--- src/rtl/audio_i2s_tx_if.sv ---
// audio_i2s_tx_if -- sample handshake between the sample ROM side and the
// I2S transmitter.
//   Sample    : two's-complement PCM word, held stable by the upstream
//               side from one data_over pulse to the next.
//   data_over : one-Clk pulse from the transmitter; Sample has been latched
//               and the upstream side may advance to the next word.
// Modports: master = sample source, slave = audio_i2s_tx.
interface audio_i2s_tx_if #(
  parameter int DATA_W = 16
);
  logic signed [DATA_W-1:0] Sample;
  logic                     data_over;

  modport master (output Sample, input data_over);
  modport slave  (input Sample, output data_over);
endinterface

--- src/rtl/audio_i2s_tx.sv ---
// audio_i2s_tx -- I2S DAC serializer running on the 50 MHz system clock,
// slaved to the codec's bit clock and word clock.
//
// Ports:
//   Clk         : system clock
//   Reset       : synchronous, active-high reset
//   INIT_FINISH : codec configuration done; low holds the block idle
//   AUD_BCLK    : codec bit clock (asynchronous to Clk)
//   AUD_DACLRCK : codec word clock, 0 = left, 1 = right (asynchronous)
//   AUD_DACDAT  : registered serial data to the codec
//   active      : high while a left or right word is being framed
//   up          : sample handshake (Sample in, data_over out)
//
// Build option: define AUDIO_TX_MONO_DUP_EN to send the latched sample on
// the right channel too; by default the right channel carries zeros.
//
// Both codec clocks go through two synchronizer flops plus a history flop;
// edges are detected between the second synchronizer flop and the history
// flop, so BCLK half-periods shorter than 4 Clk are not supported.
module audio_i2s_tx #(
  parameter int DATA_W = 16
) (
  input  logic               Clk,
  input  logic               Reset,
  input  logic               INIT_FINISH,
  input  logic               AUD_BCLK,
  input  logic               AUD_DACLRCK,
  output logic               AUD_DACDAT,
  output logic               active,
  audio_i2s_tx_if.slave      up
);

  localparam logic [1:0] IDLE  = 2'd0;
  localparam logic [1:0] ALIGN = 2'd1;
  localparam logic [1:0] LEFT  = 2'd2;
  localparam logic [1:0] RIGHT = 2'd3;

  localparam logic [4:0] NBITS = 5'(DATA_W);

`ifdef AUDIO_TX_MONO_DUP_EN
  localparam logic [DATA_W-1:0] RIGHT_MASK = '1;
`else
  localparam logic [DATA_W-1:0] RIGHT_MASK = '0;
`endif

  logic [1:0]               state;
  logic                     bclk_p0, bclk_p1, bclk_p2;
  logic                     lrck_p0, lrck_p1, lrck_p2;
  logic signed [DATA_W-1:0] hold;
  logic signed [DATA_W-1:0] shift;
  logic [4:0]               bit_cnt;
  logic                     bclk_fall;
  logic                     lrck_fall;
  logic                     lrck_rise;

  // Right-channel word: the held sample when duplicating, otherwise silence.
  function automatic logic signed [DATA_W-1:0] right_word(
    input logic signed [DATA_W-1:0] h
  );
    return h & RIGHT_MASK;
  endfunction

  // Stage p0/p1: synchronizers; p2: history flop for edge detection.
  assign bclk_fall = bclk_p2 & ~bclk_p1;
  assign lrck_fall = lrck_p2 & ~lrck_p1;
  assign lrck_rise = ~lrck_p2 & lrck_p1;

  assign active = (state == LEFT) || (state == RIGHT);

  always_ff @(posedge Clk) begin
    if (Reset) begin
      bclk_p0       <= 1'b0;
      bclk_p1       <= 1'b0;
      bclk_p2       <= 1'b0;
      lrck_p0       <= 1'b0;
      lrck_p1       <= 1'b0;
      lrck_p2       <= 1'b0;
      state         <= IDLE;
      AUD_DACDAT    <= 1'b0;
      up.data_over  <= 1'b0;
      hold          <= '0;
      shift         <= '0;
      bit_cnt       <= '0;
    end else begin
      bclk_p0      <= AUD_BCLK;
      bclk_p1      <= bclk_p0;
      bclk_p2      <= bclk_p1;
      lrck_p0      <= AUD_DACLRCK;
      lrck_p1      <= lrck_p0;
      lrck_p2      <= lrck_p1;
      up.data_over <= 1'b0;

      if (!INIT_FINISH) begin
        state      <= IDLE;
        AUD_DACDAT <= 1'b0;
        bit_cnt    <= '0;
      end else if (state == IDLE) begin
        state      <= ALIGN;
        AUD_DACDAT <= 1'b0;
      end else if (lrck_fall) begin
        // Start of a frame, from ALIGN or as a resync from LEFT/RIGHT.
        // The word clock wins over a coincident BCLK edge, which is what
        // gives the I2S one-bit delay before the MSB.
        hold         <= up.Sample;
        shift        <= up.Sample;
        up.data_over <= 1'b1;
        bit_cnt      <= '0;
        AUD_DACDAT   <= 1'b0;
        state        <= LEFT;
      end else if (lrck_rise && state != ALIGN) begin
        shift      <= right_word(hold);
        bit_cnt    <= '0;
        AUD_DACDAT <= 1'b0;
        state      <= RIGHT;
      end else if (bclk_fall && state != ALIGN) begin
        // Bit counter stops at the word length; trailing slots send zero.
        if (bit_cnt < NBITS) begin
          AUD_DACDAT <= shift[DATA_W-1];
          shift      <= {shift[DATA_W-2:0], 1'b0};
          bit_cnt    <= bit_cnt + 5'd1;
        end else begin
          AUD_DACDAT <= 1'b0;
        end
      end
    end
  end

endmodule
--- src/flat_wrapper.sv ---
// flat-port wrapper written by rule: the top's interface ports become plain ports
module audio_i2s_tx_flat 
#(
  parameter int DATA_W = 16
)
  (Clk, Reset, INIT_FINISH, AUD_BCLK, AUD_DACLRCK, AUD_DACDAT, active, up_Sample, up_data_over);
  audio_i2s_tx_if #(.DATA_W(DATA_W)) up_i ();
  input  logic Clk;
  input  logic Reset;
  input  logic INIT_FINISH;
  input  logic AUD_BCLK;
  input  logic AUD_DACLRCK;
  output logic AUD_DACDAT;
  output logic active;
  input wire logic [$bits(up_i.Sample)-1:0] up_Sample;
  output wire logic [$bits(up_i.data_over)-1:0] up_data_over;
  assign up_i.Sample = up_Sample;
  assign up_data_over = up_i.data_over;
  audio_i2s_tx #(.DATA_W(DATA_W)) u_core (.Clk(Clk), .Reset(Reset), .INIT_FINISH(INIT_FINISH), .AUD_BCLK(AUD_BCLK), .AUD_DACLRCK(AUD_DACLRCK), .AUD_DACDAT(AUD_DACDAT), .active(active), .up(up_i));
endmodule
--- config.mk ---
export PLATFORM = sky130hd
export DESIGN_NAME = audio_i2s_tx_flat
export DESIGN_NICKNAME = d
export VERILOG_FILES = /design/src/rtl/audio_i2s_tx_if.sv /design/src/rtl/audio_i2s_tx.sv /design/src/flat_wrapper.sv
export SDC_FILE = /design/constraint.sdc
export NUM_CORES = 1
export LEC_CHECK = 0
export ABC_AREA = 1
export ABC_CLOCK_PERIOD_IN_PS = 1200
export CAP_MARGIN = 25
export CORE_MARGIN = 2
export CORE_UTILIZATION = 40
export CTS_CLUSTER_DIAMETER = 150
export CTS_CLUSTER_SIZE = 24
export DETAILED_ROUTE_END_ITERATION = 12
export PLACE_DENSITY = 0.72
export SLEW_MARGIN = 20
export SYNTH_ARGS = -nofsm -noshare
export SYNTH_HDL_FRONTEND = slang
export SYNTH_SLANG_ARGS = --single-unit
--- constraint.sdc ---
create_clock -name Clk -period 1.2 [get_ports Clk]
set_input_delay 0.24 -clock Clk [delete_from_list [all_inputs] [get_ports Clk]]
set_output_delay 0.24 -clock Clk [all_outputs]
set_load 0.02 [all_outputs]
## After elaboration in Yosys (flattened, before gate mapping)

Index checks and enable logic that the tools add are counted.

- Input bits: 21
- Logic and storage cells: 51
- Register bits after elaboration: 31

- Multiplexer cells: 13
- $lt $le $gt $ge: 1
- Equal/unequal tests: 3
- Bitwise operators: 8
- Reduce and logical (&&, ||, !) cells: 13
- Add/subtract/negate cells: 1

Operators with widths:

| operator | number |
|---|---|
| $mux 16 | 4 |
| $mux 5 | 4 |
| $reduce_bool 3->1 | 3 |
| $add 5x1->5 const B | 1 |
| $lt 5x5->1 const B | 1 |
| $not 1->1 | 5 |
| $reduce_or 5->1 | 1 |
| $eq 2x2->1 const B | 2 |
| $mux 2 | 2 |
| $reduce_and 4->1 | 1 |
| $and 1x1->1 | 3 |
| $mux 1 | 3 |
| $reduce_and 3->1 | 1 |
| $reduce_or 3->1 | 1 |
| $logic_and 1x1->1 | 2 |
| $logic_not 2->1 | 1 |
| $ne 2x1->1 const B | 1 |
| $reduce_bool 2->1 | 1 |
| $reduce_or 2->1 | 1 |
| $logic_or 1x1->1 | 1 |

## Logic depth before layout (Yosys ltp)

- Depth after elaboration: 6
- Gate-level depth with buffers: 11

## Least setup slack after synthesis

Ideal clock, no wire load.

- Kind: register to register
- From: register u_core.lrck_p2
- To: register u_core.shift[6]
- Setup slack: -0.069 ns
- Arrival: 1.155 ns
- Cell stages (with the launch flop): 10
- Clock period less this slack: 1.269 ns
- Path through: dfxtp_1 nor2_4 nand2_2 nand3_4 nand2_4 nor2_8 buf_6 nand2_1 nand2_1 nor2_2

- Cells in the longest elaborated chain, start to end: 5
- Elaborated cells between the ends (all ways): 9

RTL lines:

| what | RTL line | source |
|---|---|---|
| from (decl) | audio_i2s_tx.sv:48 | `logic lrck_p0, lrck_p1, lrck_p2;` |
| from (signal assigned) | audio_i2s_tx.sv:90 | `lrck_p2 <= lrck_p1;` |
| $not 1->1 | audio_i2s_tx.sv:66 | `assign lrck_rise = ~lrck_p2 & lrck_p1;` |
| $and 1x1->1 | audio_i2s_tx.sv:66 |  |
| $logic_and 1x1->1 | audio_i2s_tx.sv:110 | `end else if (lrck_rise && state != ALIGN) begin` |
| $reduce_bool 3->1 (no line) or $mux 16 (tied branches) | - |  |
| $reduce_and 4->1 (no line) or $mux 16 (tied branches) | - |  |
| to (signal assigned) | audio_i2s_tx.sv:105 | `shift <= up.Sample;` |
| to (signal assigned) | audio_i2s_tx.sv:111 | `shift <= right_word(hold);` |
| to (signal assigned) | audio_i2s_tx.sv:119 | `shift <= {shift[DATA_W-2:0], 1'b0};` |
| to (decl) | audio_i2s_tx.sv:50 | `logic signed [DATA_W-1:0] shift;` |

Parallel ways exist; a longest one is shown, timed or not.
A chain may end at the register's enable or synchronous reset.

## Final worst setup path

- From: register u_core.lrck_p1
- To: register u_core.shift[7]

- Cells in the longest elaborated chain, start to end: 4
- Elaborated cells between the ends (all ways): 9

RTL lines:

| what | RTL line | source |
|---|---|---|
| from (decl) | audio_i2s_tx.sv:48 |  |
| from (signal assigned) | audio_i2s_tx.sv:89 | `lrck_p1 <= lrck_p0;` |
| $and 1x1->1 or $not 1->1 (tied branches) | audio_i2s_tx.sv:66, audio_i2s_tx.sv:65 |  |
| $logic_and 1x1->1 or $and 1x1->1 (tied branches) | audio_i2s_tx.sv:110, audio_i2s_tx.sv:65 |  |
| $reduce_bool 3->1 (no line) or $mux 16 (tied branches) | - |  |
| $reduce_and 4->1 (no line) or $mux 16 (tied branches) | - |  |

Parallel ways exist; a longest one is shown, timed or not.

==> results.toml <==
[synth]
syn_area_um2 = 1612
synth_area_leaders = "dfxtp_1 (39%), nand2_1 (20%), nor2_1 (9.1%), inv_1 (7.0%), nand2_2 (5.0%)"
synthesis.nets = 263
synth_cells = 241
seq_area_frac_synth = 0.3851
async_flop_share = 0
ys_types = 27
avgSynthCellArea_um2 = 6.687
yosysWarnings = 0
yosysMostFrequentCell = "nand2_1"
synthTopCellsByCount = "nand2_1 (84), nor2_1 (39), dfxtp_1 (31)"
synth_edf_count = 0
synth-main-ff-cell = "dfxtp_1"
netlist.area_leader.share = 0.3851
ys_seq_elements = 31
yosysTopAreaCell = "dfxtp_1"

[worst_setup_path]
startpoint_type = "flop"
r2r_cells = 10
rrSetupSlack_ns = -0.15
worstPathMaxFanout = 11
worstSetupEndpointType = "flop"
critPathKind = "reg -> reg"
r2r_start = "u_core.lrck_p1"
r2r_end = "u_core.shift[7]"
cp.arrival_ns = 1.52
crit_required_ns = 1.37

[global_route]
first_global_vias = 1244
groute.usage.overall = 0.1591
grt_max_degree = 22
grt_first_pass_wirelength_um = 5257
grt_overflow_total = 0
antenna_found_initial = 0

[pwr]
peakVddDrop_mv = 0.5544
p_leak_nw = 1.062
p_per_area_nw_per_um2 = 976.4

[run_status]
failed_checks = "negative setup slack"
run_status = "finished with violations"

[sta]
rsz0062_at_grt = "true"
fin_crit_ns = 1.346
finalSetupViolations = 23
max_freq_mhz = 743.0
setup-tns-final_ns = -2.304
worst_slew_margin_rel = 0.8325
slew_violations = 0
worst-slew-pin-transition_ns = 0.2504
clock_skew_ns = 0.007083
hold-worst-slack_ns = 0.3963
hold_viol_final = 0
setup_ws_ns = -0.1459
finalCritPeriodShare = 1.122

[floorplan]
core_area_um2 = 3943
die_area_um2 = 4553
rows = 23
start_util = 0.4088
top_level_ports = 24
die_w_um = 67.48
die-height_um = 67.48

[layout]
final_cells = 342
fillers = 352
largest_register_ff_count = 16
nets = 313
antenna_cells = 0
final_core_util = 0.5928
syn_to_final_growth_pct = 45.03
multi_input_area_um2 = 893.4
ff_latch_area_um2 = 625.6
drive_above_1_share = 0.3048
regMostFlops = "u_core.shift"
reg.largest.list = "u_core.shift x16, u_core.bit_cnt x5, u_core.state x2"

[detailed_routing]
via_per_inst = 4.398
drc = 0
drtIter0Drc = 100
routed_wl_um = 3455
post_drt_wl_per_cell_um = 10.10
wl_met1_um = 1476
vias = 1504
maxUsedRoutingLayer = "met4"
ant_nets = 0
wl_met3_um = 100
route.met2.wl_um = 1840
drt_pass1_iterations = 4

[hold_path]
hold_path_depth = 2
hold_class = "reg -> reg"
hold_end = "u_core.lrck_p1"
holdCritStartpoint = "u_core.lrck_p0"

[cts]
clockBufferDepth = 2
cts-root-buf = "clkbuf_8"
cts.reportedPaths.clkPinSlew_ns = 0.06
htree_levels = 2
tritoncts = "done"
clkSinkCount = 31
numCtsBuffers = 5
clk_latency_ns = 0.28

[place]
place_congestion = 0.7907
dp.cells = 329
io_buffers = 23
dp_hpwl_um = 2157

[flow_run]
max_cap_viol_count = 0
where the power goes:
part | switching [mW] | internal [mW]
Clock | 0.369 | 0.523
Sequential | 0.0144 | 1.05
Combinational | 0.151 | 0.172
Total | 0.534 | 1.75
per-stage QoR:
step,worst slack (ns),power (mW),area (µm²)
3_5_place_dp,-0.2431,1.362,2048
3_3_place_gp,-0.2278,1.359,2048
6_report,-0.1459,2.282,2337
5_1_grt,-0.2254,2.378,2337
2_1_floorplan,-0.05413,1.228,1614
4_1_cts,-0.1613,2.271,2186
layout make-up:
class                           instances  area share
Clock buffer                            8     0.04283
Inverter                               34     0.05782
Multi-Input combinational cell        169      0.3822
Sequential cell                        31      0.2677
Tap cell                               50     0.02677
Timing Repair Buffer                   50      0.2227
cell usage in the layout (no fill, tap or decap):
cell type / synthesis / final
nand2_1: 84 / 74
nor2_1: 39 / 38
inv_1: 30 / 29
dfxtp_1: 31 / 27
clkdlybuf4s50_1: 0 / 20
buf_4: 1 / 18
nand2_2: 13 / 16
nand2_4: 2 / 9
nor2_2: 8 / 8
clkbuf_8: 0 / 7
a21oi_1: 7 / 5
buf_6: 4 / 5
nand3_2: 1 / 4
dfxtp_2: 0 / 4
buf_12: 0 / 3
nor2_4: 1 / 2
inv_2: 2 / 2
a21oi_2: 0 / 2
nand3_1: 5 / 2
clkbuf_16: 0 / 2
inv_4: 0 / 1
nand3_4: 1 / 1
nor2_8: 1 / 1
inv_6: 1 / 1
a21oi_4: 1 / 1
clkinv_1: 1 / 1
o21ai_0: 1 / 1
nand3b_1: 1 / 1
nor4_2: 0 / 1
xor2_1: 1 / 1
or2_2: 1 / 1
ha_1: 1 / 1
clkbuf_1: 1 / 1
clkdlybuf4s15_1: 0 / 1
dlygate4sd2_1: 0 / 1
worst max-delay path, cell delays in order (launching register included):
cell and delay (ns):
dfxtp_2 0.34, inv_4 0.05, nor2_4 0.11, nand2_4 0.09, nand3_2 0.10, nand2_4 0.07
nor2_8 0.16, buf_12 0.14, nand2_1 0.07, nand2_2 0.07, nor2_2 0.03
routing by layer:
layer  vias to the layer above  track usage
li1                        811            -
met1                       666       0.1840
met2                        25       0.2647
met3                         2      0.04500
met4                         0      0.08418
met5                         -            0
worst max path at each step:
stage | start | end | slack (ns)
2_1_floorplan | u_core.lrck_p1 | u_core.shift[6] | -0.05
3_3_place_gp | INIT_FINISH | u_core.shift[6] | -0.23
3_5_place_dp | INIT_FINISH | u_core.AUD_DACDAT | -0.24
4_1_cts | u_core.state[1] | u_core.shift[7] | -0.16
5_1_grt | u_core.state[1] | u_core.shift[11] | -0.23
6_report | u_core.lrck_p1 | u_core.shift[7] | -0.15
cell families after synthesis:
group | count (synthesis) | share of synthesized area
adders and majority gates | 1 | 0.007763
buffers and inverters | 41 | 0.1203
xor gates and xnor gates | 1 | 0.005436
DFF | 31 | 0.3851
and+or+nand+nor | 158 | 0.4464
AOI/OAI and AO/OA | 9 | 0.03494
timing repair:
item | in CTS | in global routing
pin swaps | 3 | 17
endpoints found under the setup margin | 26 | 24
hold buffers | 0 | 0
gates cloned | 0 | 2
gates resized for setup | 16 | 23
setup buffers | 0 | 3
Power figures use the tool's default switching activity.
